--- src/rtl/mem_arbiter_pkg.sv ---
// Shared types and constants for the unified-RAM arbiter.
// Owner encoding tags which port the in-flight read belongs to.
package mem_arbiter_pkg;

    typedef enum logic [1:0] {
        OWN_NONE = 2'd0,
        OWN_IMEM = 2'd1,
        OWN_DMEM = 2'd2
    } owner_t;

    localparam int GNT_IM = 0;
    localparam int GNT_DR = 1;
    localparam int GNT_DW = 2;

    localparam logic [31:0] MMIO_BASE = 32'h8000_0000;

endpackage

--- src/rtl/mem_arbiter_if.sv ---
// Core-side request/grant bundle for the arbiter.
// master = core (requester), slave = arbiter.
interface mem_arbiter_if;

    logic        imem_ready;
    logic        imem_valid;
    logic [31:0] imem_addr;
    logic        imem_rresp;
    logic [31:0] imem_rdata;

    logic        dmem_wready;
    logic        dmem_wvalid;
    logic [31:0] dmem_waddr;
    logic [31:0] dmem_wdata;
    logic [3:0]  dmem_wstrb;

    logic        dmem_rready;
    logic        dmem_rvalid;
    logic [31:0] dmem_raddr;
    logic        dmem_rresp;
    logic [31:0] dmem_rdata;

    modport master (
        output imem_ready, imem_addr,
        output dmem_wready, dmem_waddr, dmem_wdata, dmem_wstrb,
        output dmem_rready, dmem_raddr,
        input  imem_valid, imem_rresp, imem_rdata,
        input  dmem_wvalid, dmem_rvalid, dmem_rresp, dmem_rdata
    );

    modport slave (
        input  imem_ready, imem_addr,
        input  dmem_wready, dmem_waddr, dmem_wdata, dmem_wstrb,
        input  dmem_rready, dmem_raddr,
        output imem_valid, imem_rresp, imem_rdata,
        output dmem_wvalid, dmem_rvalid, dmem_rresp, dmem_rdata
    );

endinterface

--- src/rtl/mem_arbiter_sel.sv ---
// Grant selection: store > load > fetch, with a fetch
// starvation counter that forces a fetch grant when saturated.
module mem_arb_sel
    import mem_arbiter_pkg::*;
#(
    parameter int STARVE_MAX = 4
) (
    input  logic       clk,
    input  logic       resetb,
    input  logic       i_im_req,
    input  logic       i_dw_req,
    input  logic       i_dr_req,
    output logic [2:0] o_gnt
);

    localparam logic [3:0] SMAX = 4'(STARVE_MAX);

    logic [3:0] r_starve;
    logic       w_force;

    assign w_force = i_im_req && (r_starve == SMAX);

    always_comb begin
        o_gnt = 3'b000;
        priority case (1'b1)
            w_force:  o_gnt[GNT_IM] = 1'b1;
            i_dw_req: o_gnt[GNT_DW] = 1'b1;
            i_dr_req: o_gnt[GNT_DR] = 1'b1;
            i_im_req: o_gnt[GNT_IM] = 1'b1;
            default:  o_gnt = 3'b000;
        endcase
    end

    always_ff @(posedge clk or negedge resetb) begin
        if (!resetb) begin
            r_starve <= 4'd0;
        end else if (!i_im_req || o_gnt[GNT_IM]) begin
            r_starve <= 4'd0;
        end else if (r_starve != SMAX) begin
            r_starve <= r_starve + 4'd1;
        end
    end

endmodule

--- src/rtl/mem_arbiter.sv ---
// Merges fetch, load and store onto one single-port word RAM
// with 1-cycle read latency, range checking and read-data hold.
module mem_arbiter
    import mem_arbiter_pkg::*;
#(
    parameter int MEM_BYTES  = 131072,
    parameter int STARVE_MAX = 4,
    localparam int AW = $clog2(MEM_BYTES) - 2
) (
    input  logic          clk,
    input  logic          resetb,
    mem_arbiter_if.slave  bus,
    output logic          mem_en,
    output logic [3:0]    mem_we,
    output logic [AW-1:0] mem_addr,
    output logic [31:0]   mem_wdata,
    input  logic [31:0]   mem_rdata,
    output logic          bus_err
);

    logic [2:0]  w_gnt;
    logic        w_any;
    logic [31:0] w_addr;
    logic        w_inrange;
    owner_t      r_owner;
    owner_t      w_owner_nxt;
    logic        r_rng;
    logic        r_irresp;
    logic        r_drresp;
    logic [31:0] r_ihold;
    logic [31:0] r_dhold;
    logic [31:0] w_irdata;
    logic [31:0] w_drdata;
    logic        r_err;

    mem_arb_sel #(
        .STARVE_MAX(STARVE_MAX)
    ) u_sel (
        .clk      (clk),
        .resetb   (resetb),
        .i_im_req (bus.imem_ready),
        .i_dw_req (bus.dmem_wready),
        .i_dr_req (bus.dmem_rready),
        .o_gnt    (w_gnt)
    );

    assign w_any = |w_gnt;
    assign bus.imem_valid  = w_gnt[GNT_IM];
    assign bus.dmem_rvalid = w_gnt[GNT_DR];
    assign bus.dmem_wvalid = w_gnt[GNT_DW];

    always_comb begin
        w_addr = bus.imem_addr;
        unique case (1'b1)
            w_gnt[GNT_DW]: w_addr = bus.dmem_waddr;
            w_gnt[GNT_DR]: w_addr = bus.dmem_raddr;
            default:       w_addr = bus.imem_addr;
        endcase
    end

    assign w_inrange = w_addr < 32'(MEM_BYTES);

    // Out-of-range grants and zero-strobe stores never reach the RAM.
    always_comb begin
        mem_en = 1'b0;
        mem_we = 4'b0000;
        if (w_any && w_inrange) begin
            if (w_gnt[GNT_DW]) begin
                mem_en = |bus.dmem_wstrb;
                mem_we = bus.dmem_wstrb;
            end else begin
                mem_en = 1'b1;
            end
        end
    end

    assign mem_addr  = w_addr[AW+1:2];
    assign mem_wdata = bus.dmem_wdata;

    always_comb begin
        w_owner_nxt = OWN_NONE;
        unique case (1'b1)
            w_gnt[GNT_IM]: w_owner_nxt = OWN_IMEM;
            w_gnt[GNT_DR]: w_owner_nxt = OWN_DMEM;
            default:       w_owner_nxt = OWN_NONE;
        endcase
    end

    always_ff @(posedge clk or negedge resetb) begin
        if (!resetb) begin
            r_owner <= OWN_NONE;
            r_rng   <= 1'b0;
            r_err   <= 1'b0;
        end else begin
            r_owner <= w_owner_nxt;
            r_rng   <= w_inrange;
            r_err   <= w_any && !w_inrange;
        end
    end

    always_comb begin
        w_irdata = r_ihold;
        w_drdata = r_dhold;
        if (r_owner == OWN_IMEM) begin
            w_irdata = r_rng ? mem_rdata : 32'h0;
        end
        if (r_owner == OWN_DMEM) begin
            w_drdata = r_rng ? mem_rdata : 32'h0;
        end
    end

    always_ff @(posedge clk or negedge resetb) begin
        if (!resetb) begin
            r_ihold  <= 32'h0;
            r_dhold  <= 32'h0;
            r_irresp <= 1'b0;
            r_drresp <= 1'b0;
        end else begin
            r_ihold <= w_irdata;
            r_dhold <= w_drdata;
            if (w_gnt[GNT_IM]) begin
                r_irresp <= w_inrange;
            end
            if (w_gnt[GNT_DR]) begin
                r_drresp <= w_inrange;
            end
        end
    end

    assign bus.imem_rdata = w_irdata;
    assign bus.dmem_rdata = w_drdata;
    assign bus.imem_rresp = r_irresp;
    assign bus.dmem_rresp = r_drresp;
    assign bus_err        = r_err;

endmodule

--- src/flat_wrapper.sv ---
// flat-port wrapper written by rule: the top's interface ports become plain ports
module mem_arbiter_flat import mem_arbiter_pkg::*;
#(
    parameter int MEM_BYTES  = 131072,
    parameter int STARVE_MAX = 4,
    localparam int AW = $clog2(MEM_BYTES) - 2
)
  (clk, resetb, mem_en, mem_we, mem_addr, mem_wdata, mem_rdata, bus_err, bus_imem_ready, bus_imem_addr, bus_dmem_wready, bus_dmem_waddr, bus_dmem_wdata, bus_dmem_wstrb, bus_dmem_rready, bus_dmem_raddr, bus_imem_valid, bus_imem_rresp, bus_imem_rdata, bus_dmem_wvalid, bus_dmem_rvalid, bus_dmem_rresp, bus_dmem_rdata);
  mem_arbiter_if bus_i ();
  input  logic clk;
  input  logic resetb;
  output logic mem_en;
  output logic [3:0] mem_we;
  output logic [AW-1:0] mem_addr;
  output logic [31:0] mem_wdata;
  input  logic [31:0] mem_rdata;
  output logic bus_err;
  input wire logic [$bits(bus_i.imem_ready)-1:0] bus_imem_ready;
  input wire logic [$bits(bus_i.imem_addr)-1:0] bus_imem_addr;
  input wire logic [$bits(bus_i.dmem_wready)-1:0] bus_dmem_wready;
  input wire logic [$bits(bus_i.dmem_waddr)-1:0] bus_dmem_waddr;
  input wire logic [$bits(bus_i.dmem_wdata)-1:0] bus_dmem_wdata;
  input wire logic [$bits(bus_i.dmem_wstrb)-1:0] bus_dmem_wstrb;
  input wire logic [$bits(bus_i.dmem_rready)-1:0] bus_dmem_rready;
  input wire logic [$bits(bus_i.dmem_raddr)-1:0] bus_dmem_raddr;
  output wire logic [$bits(bus_i.imem_valid)-1:0] bus_imem_valid;
  output wire logic [$bits(bus_i.imem_rresp)-1:0] bus_imem_rresp;
  output wire logic [$bits(bus_i.imem_rdata)-1:0] bus_imem_rdata;
  output wire logic [$bits(bus_i.dmem_wvalid)-1:0] bus_dmem_wvalid;
  output wire logic [$bits(bus_i.dmem_rvalid)-1:0] bus_dmem_rvalid;
  output wire logic [$bits(bus_i.dmem_rresp)-1:0] bus_dmem_rresp;
  output wire logic [$bits(bus_i.dmem_rdata)-1:0] bus_dmem_rdata;
  assign bus_i.imem_ready = bus_imem_ready;
  assign bus_i.imem_addr = bus_imem_addr;
  assign bus_i.dmem_wready = bus_dmem_wready;
  assign bus_i.dmem_waddr = bus_dmem_waddr;
  assign bus_i.dmem_wdata = bus_dmem_wdata;
  assign bus_i.dmem_wstrb = bus_dmem_wstrb;
  assign bus_i.dmem_rready = bus_dmem_rready;
  assign bus_i.dmem_raddr = bus_dmem_raddr;
  assign bus_imem_valid = bus_i.imem_valid;
  assign bus_imem_rresp = bus_i.imem_rresp;
  assign bus_imem_rdata = bus_i.imem_rdata;
  assign bus_dmem_wvalid = bus_i.dmem_wvalid;
  assign bus_dmem_rvalid = bus_i.dmem_rvalid;
  assign bus_dmem_rresp = bus_i.dmem_rresp;
  assign bus_dmem_rdata = bus_i.dmem_rdata;
  mem_arbiter #(.MEM_BYTES(MEM_BYTES), .STARVE_MAX(STARVE_MAX)) u_core (.clk(clk), .resetb(resetb), .bus(bus_i), .mem_en(mem_en), .mem_we(mem_we), .mem_addr(mem_addr), .mem_wdata(mem_wdata), .mem_rdata(mem_rdata), .bus_err(bus_err));
endmodule
--- config.mk ---
export PLATFORM = sky130hd
export DESIGN_NAME = mem_arbiter_flat
export DESIGN_NICKNAME = d
export VERILOG_FILES = /design/src/rtl/mem_arbiter_pkg.sv /design/src/rtl/mem_arbiter_if.sv /design/src/rtl/mem_arbiter_sel.sv /design/src/rtl/mem_arbiter.sv /design/src/flat_wrapper.sv
export SDC_FILE = /design/constraint.sdc
export NUM_CORES = 1
export LEC_CHECK = 0
export CORE_AREA = 2 2 113 115
export CTS_BUF_LIST = sky130_fd_sc_hd__clkbuf_8
export DETAILED_ROUTE_END_ITERATION = 16
export DIE_AREA = 0 0 115 117
export GPL_TIMING_DRIVEN = 0
export PLACE_DENSITY = 0.74
export SYNTH_ARGS = -nofsm -noshare
export SYNTH_HDL_FRONTEND = slang
export SYNTH_SLANG_ARGS = --single-unit
--- constraint.sdc ---
create_clock -name clk -period 2.15 [get_ports clk]
set_input_delay 0.3225 -clock clk [delete_from_list [all_inputs] [get_ports clk]]
set_output_delay 0.3225 -clock clk [all_outputs]
set_load 0.03 [all_outputs]
Yosys cells after proc, flatten, opt, wreduce, memory -nomap -nowiden:

Index checks and enable logic that the tools add are counted.

* register bits: 74
* logic and storage cells: 43

* add/subtract/negate cells: 1
* order comparisons: 1
* eq/ne operators: 4
* multiplexer cells: 20
* reduce and logical (&&, ||, !) cells: 9

Operator list (count)
* $mux W32: 3
* $pmux W32 S2: 1
* $lt A32 B18 Y1 const B: 1
* $mux W4: 4
* $mux W1: 11
* $add A4 B1 Y4 const B: 1
* $eq A4 B3 Y1 const B: 1
* $ne A4 B3 Y1 const B: 1
* $pmux W2 S2: 1
* $reduce_or A4 Y1: 1
* $logic_and A1 B1 Y1: 3
* $reduce_or A3 Y1: 1
* $eq A2 B1 Y1 const B: 1
* $eq A2 B2 Y1 const B: 1
* $logic_not A1 Y1: 2
* $reduce_bool A2 Y1: 1
* $logic_or A1 B1 Y1: 1

Depth between registers and ports, before layout:

* depth after elaboration: 7
* depth in mapped cells: 8
* gate-level depth less buffers: 6

Cells and area by module:

A second synthesis with hierarchy kept.

* cells, all modules: 393
* area, all modules: 3480.8 um2

By module, submodules not included
* mem_arbiter: instances 1, cells an instance 369, area an instance 3250.6 um2
* mem_arb_sel: instances 1, cells an instance 24, area an instance 230.2 um2

Worst setup path after synthesis:

No wires, ideal clock.

* path kind: flip-flop to output port
* start point: register u_core.u_sel.r_starve[0]
* end point: output port mem_we[0]
* arrival: 2072 ps
* required time: 1827 ps
* setup slack: -245 ps
* stages on the path, launching flop included: 9
* path buffers: 2
* cell sequence: dfrtp_1 inv_1 ha_1 and4b_1 buf_2 nor4_4 and3b_1 buf_6 nor4_2

* word-level cells in the longest chain between the ends: 7
* elaborated cells between the ends (all ways): 11
* classes of those cells: order compare (1); eq/ne (1); mux (6); reduce/logical (3)

Ends and longest elaborated chain
* start, declared: line mem_arbiter_sel.sv:18 `logic [3:0] r_starve;`
* start signal, assigned: line mem_arbiter_sel.sv:40 `r_starve <= r_starve + 4'd1;`
* $eq A4 B3 Y1 *: line mem_arbiter_sel.sv:21 `assign w_force = i_im_req && (r_starve == SMAX);`
* $logic_and A1 B1 Y1 *: line mem_arbiter_sel.sv:21
* $mux W1: line mem_arbiter_sel.sv:25 `priority case (1'b1)`
* $pmux W32 S2: line mem_arbiter.sv:54 `unique case (1'b1)`
* $lt A32 B18 Y1: line mem_arbiter.sv:61 `assign w_inrange = w_addr < 32'(MEM_BYTES);`
* $logic_and A1 B1 Y1: line mem_arbiter.sv:67 `if (w_any && w_inrange) begin`
* $mux W4 *: line mem_arbiter.sv:67
* end, declared: line flat_wrapper.sv:13 `output logic [3:0] mem_we;`

Every way passes the cells marked *; elsewhere a longest branch is shown, timed or not.

Final worst setup path:

* start point: register u_core.u_sel.r_starve[0]
* end point: output port mem_addr[11]

* word-level cells in the longest chain between the ends: 4
* elaborated cells between the ends (all ways): 5
* classes of those cells: eq/ne (1); mux (3); reduce/logical (1)

Ends and longest elaborated chain
* $eq A4 B3 Y1 *: line mem_arbiter_sel.sv:21
* $logic_and A1 B1 Y1 *: line mem_arbiter_sel.sv:21
* $mux W1: line mem_arbiter_sel.sv:25
* $pmux W32 S2 *: line mem_arbiter.sv:54
* end, declared: line flat_wrapper.sv:14 `output logic [AW-1:0] mem_addr;`

Marks and branches as above.

==> flow_metrics.py <==
metrics = {
    "power": {
        "seqPwrFrac": 0.401,
        "ir_drop_v": 0.000338,
        "p_sw_uw": 988,
        "leakage_uw": 0.00305,
        "power_uw": 3530,
        "p_int_uw": 2540,
        "power.density_mw_per_mm2": 508,
        "clockPowerShare": 0.335,
        "p_sw_frac": 0.280,
        "p_comb_frac": 0.263,
    },
    "grt": {
        "antenna_found_initial": 1,
        "grt_pass1_wl_mm": 22.2,
        "grt.overflow.total": 0,
        "grt_max_degree": 75,
        "grt_pass1_vias": 4341,
        "grt_usage": 0.213,
    },
    "sta": {
        "setup_viol": 20,
        "tns_ns": -6.54,
        "finalMaxSlewViolations": 0,
        "hold_viol": 0,
        "max_freq_ghz": 0.390,
        "worst_pin_slew_ns": 1.28,
        "period_minus_slack_ns": 2.56,
        "hold_slack_ns": 0.102,
        "skew_ns": 0.0137,
        "slew_headroom": 0.149,
        "period_share": 1.19,
        "setup_slack_ns": -0.415,
        "rsz0062_at_grt": "true",
    },
    "worst_setup_path": {
        "crit_type": "flip-flop to output pin",
        "r2r_slack_ns": 0.22,
        "rr_endpoint": "u_core.bus.imem_rresp$_DFFE_PN0P_",
        "cp-start-kind": "flip-flop",
        "reg2reg_depth": 9,
        "cp.required_ns": 1.83,
        "timing.rr.start": "u_core.u_sel.r_starve[0]$_DFFE_PN0P_",
        "end_kind": "output pin",
        "cp_common_cell": "buf_6",
        "critical_path.max_stage_delay_ns": 0.39,
        "worst_path_max_delay_cell": "dfrtp_1",
        "cp.arrival_ns": 2.24,
        "worstSetupStartpoint": "u_core.u_sel.r_starve[0]$_DFFE_PN0P_",
        "crit_end": "mem_addr[11]",
        "crit_chain": "inv_1, ha_2, nand4b_1, clkbuf_8, buf_12, nand2_8, buf_8, buf_6, o22ai_4, a21oi_2, buf_6",
        "crit_fanout": 8,
    },
    "final_layout": {
        "layout_commonest_cell": "clkdlybuf4s50_1",
        "multi_input_area_sq_mm": 0.00171,
        "final_cell_mix": "clkdlybuf4s50_1, nand2_1, dfrtp_1",
        "area_growth_pct": 91.9,
        "fin_nets": 857,
        "drive_gt1_frac": 0.336,
        "final_area_sq_mm": 0.00695,
        "seq_area_sq_mm": 0.00185,
        "fillers": 1117,
    },
    "logic_synthesis": {
        "seq_area_frac_synth": 0.512,
        "yosysWarnings": 0,
        "syn_area_per_cell_sq_um": 8.94,
        "yosys.area.top_type": "dfrtp_1",
        "ys_types": 35,
        "syn-cell-area_sq_mm": 0.00362,
        "ys_top_cells_by_area": "dfrtp_1, nand2_1, o21ai_0",
        "synth_cells": 405,
        "ys_seq_elements": 74,
        "synth_nets": 576,
        "yosysTopAreaCellShare": 0.512,
    },
    "floorplan": {
        "die_x_um": 115,
        "die_y_um": 117,
        "dieArea_sq_mm": 0.0135,
        "core_sq_mm": 0.0123,
        "rows": 41,
        "initial_core_util": 0.294,
        "ios": 291,
    },
    "clock_tree": {
        "clk_latency_ns": 0.35,
        "cts_hold_buf": 0,
        "root_buffer": "clkbuf_8",
        "clk_pin_slew_worst_paths_ns": 0.09,
        "cts_made_buffers": 9,
        "cts.htree.levels": 3,
        "clockBufferDepth": 2,
        "cts_tree": "built",
        "clock-sinks": 74,
    },
    "place": {
        "port_buffers": 251,
        "placed_area_sq_mm": 0.00639,
        "place_congestion": 0.891,
        "hpwl_mm": 11.5,
    },
    "drt": {
        "post-route-drc-count": 0,
        "ant_nets": 0,
        "routed_wl_mm": 15.3,
        "drt-wirelength-per-cell_um": 18.1,
        "post_drt_via_cell_ratio": 4.86,
        "dr.first_iter.drc_count": 227,
        "num_vias": 4093,
        "dr.pass1.iters": 4,
    },
    "outcome": {
        "violations": "setup timing",
        "status": "finished, violations left",
    },
    "job": {
        "maxCapViolCount": 0,
    },
    "hold_path": {
        "hold_class": "primary input to async pin",
    },
}
flip-flops by register name (all words and copies together), names as in the netlist:
signal and count:
u_core.r_dhold 32, u_core.r_ihold 32, u_core.u_sel.r_starve 4, u_core.r_owner 2, u_core.bus.dmem_rresp 1, u_core.bus.imem_rresp 1, u_core.bus_err 1, u_core.r_rng 1
repair_timing:
item                       CTS  global route
pin swaps                   22            20
setup endpoints to repair   87            84
gates resized for setup    545           148
setup buffers               16             5
cloned                       1             0
metrics by stage:
stage               setup slack (ns)   util  instances
floorplan                    -0.0532      -        405
global placement               -1.68  0.520        806
detailed placement             -1.11  0.519        806
CTS                           -0.399  0.564        837
global route                  -0.528  0.564        842
finish                        -0.415  0.564        842
cell usage after synthesis, drive strengths merged:
master and count:
a211oi 1, a21oi 15, and3 1, and3b 1, and4b 1, buf 41
clkbuf 19, dfrtp 74, ha 2, inv 10, nand2 101, nand2b 2
nand3 1, nand4 3, nand4b 2, nor2 9, nor3 5, nor4 12
o211a 1, o211ai 1, o21ai 65, o22a 1, o22ai 31, o31ai 1
or2b 1, or4 2, xnor2 1, xor2 1
critical path: cells and delay by family (launching register included):
| kind | cells | cell delay, ns |
|---|---|---|
| AND/OR/NAND/NOR | 2 | 0.26 |
| flip-flops | 1 | 0.39 |
| adder cells (fa/ha/maj) | 1 | 0.18 |
| AO/OA/AOI/OAI | 2 | 0.27 |
| buffers and inverters | 6 | 0.79 |
kinds of logic (layout without fill, tap and decap cells):
| logic type | count (synthesis) | in the layout | synth area share |
|---|---|---|---|
| DFF | 74 | 74 | 0.512 |
| adders and majority gates | 2 | 2 | 0.00691 |
| AOI/OAI and AO/OA | 116 | 116 | 0.179 |
| and+or+nand+nor | 141 | 141 | 0.186 |
| other | 0 | 1 | 0 |
| xor gates and xnor gates | 2 | 2 | 0.00484 |
| buffers and inverters | 70 | 356 | 0.112 |
how the worst min path moves through the flow:
stage                     slack [ns]  cells past startpoint                            startpoint                                   end
after floorplan                 0.03                      0                                resetb     u_core.bus.dmem_rresp$_DFFE_PN0N_
after global placement          0.47                      1  u_core.u_sel.r_starve[0]$_DFFE_PN0P_  u_core.u_sel.r_starve[0]$_DFFE_PN0P_
after detailed placement        0.48                      2           u_core.r_dhold[3]$_DFF_PN0_           u_core.r_dhold[3]$_DFF_PN0_
after CTS                       0.14                      1                                resetb          u_core.r_ihold[16]$_DFF_PN0_
after global routing            0.18                      1                                resetb          u_core.r_ihold[16]$_DFF_PN0_
final                           0.10                      1                                resetb          u_core.r_ihold[16]$_DFF_PN0_
power by group through the flow:
stage	logic [uW]	clock network, uW	registers [uW]
global placement	793	0	1440
finish	928	1180	1410
global route	974	1270	1420
floorplan	326	0	1450
CTS	876	1210	1410
detailed placement	803	0	1440
cell type report:
class	count	share of cell area
Sequential cell	74	0.267
Tap cell	150	0.0270
Inverter	10	0.00576
Timing Repair Buffer	272	0.359
Multi-Input combinational cell	261	0.247
Clock inverter	7	0.0133
Clock buffer	9	0.0178
Antenna cell	1	0.000360
Buffer	58	0.0636
layer usage:
layer  track usage  part of all wire
met1         0.233              0.36
met2         0.388              0.54
met3        0.0422             0.059
met4         0.120             0.039
met5             0                 0
Power figures use the tool's default switching activity.
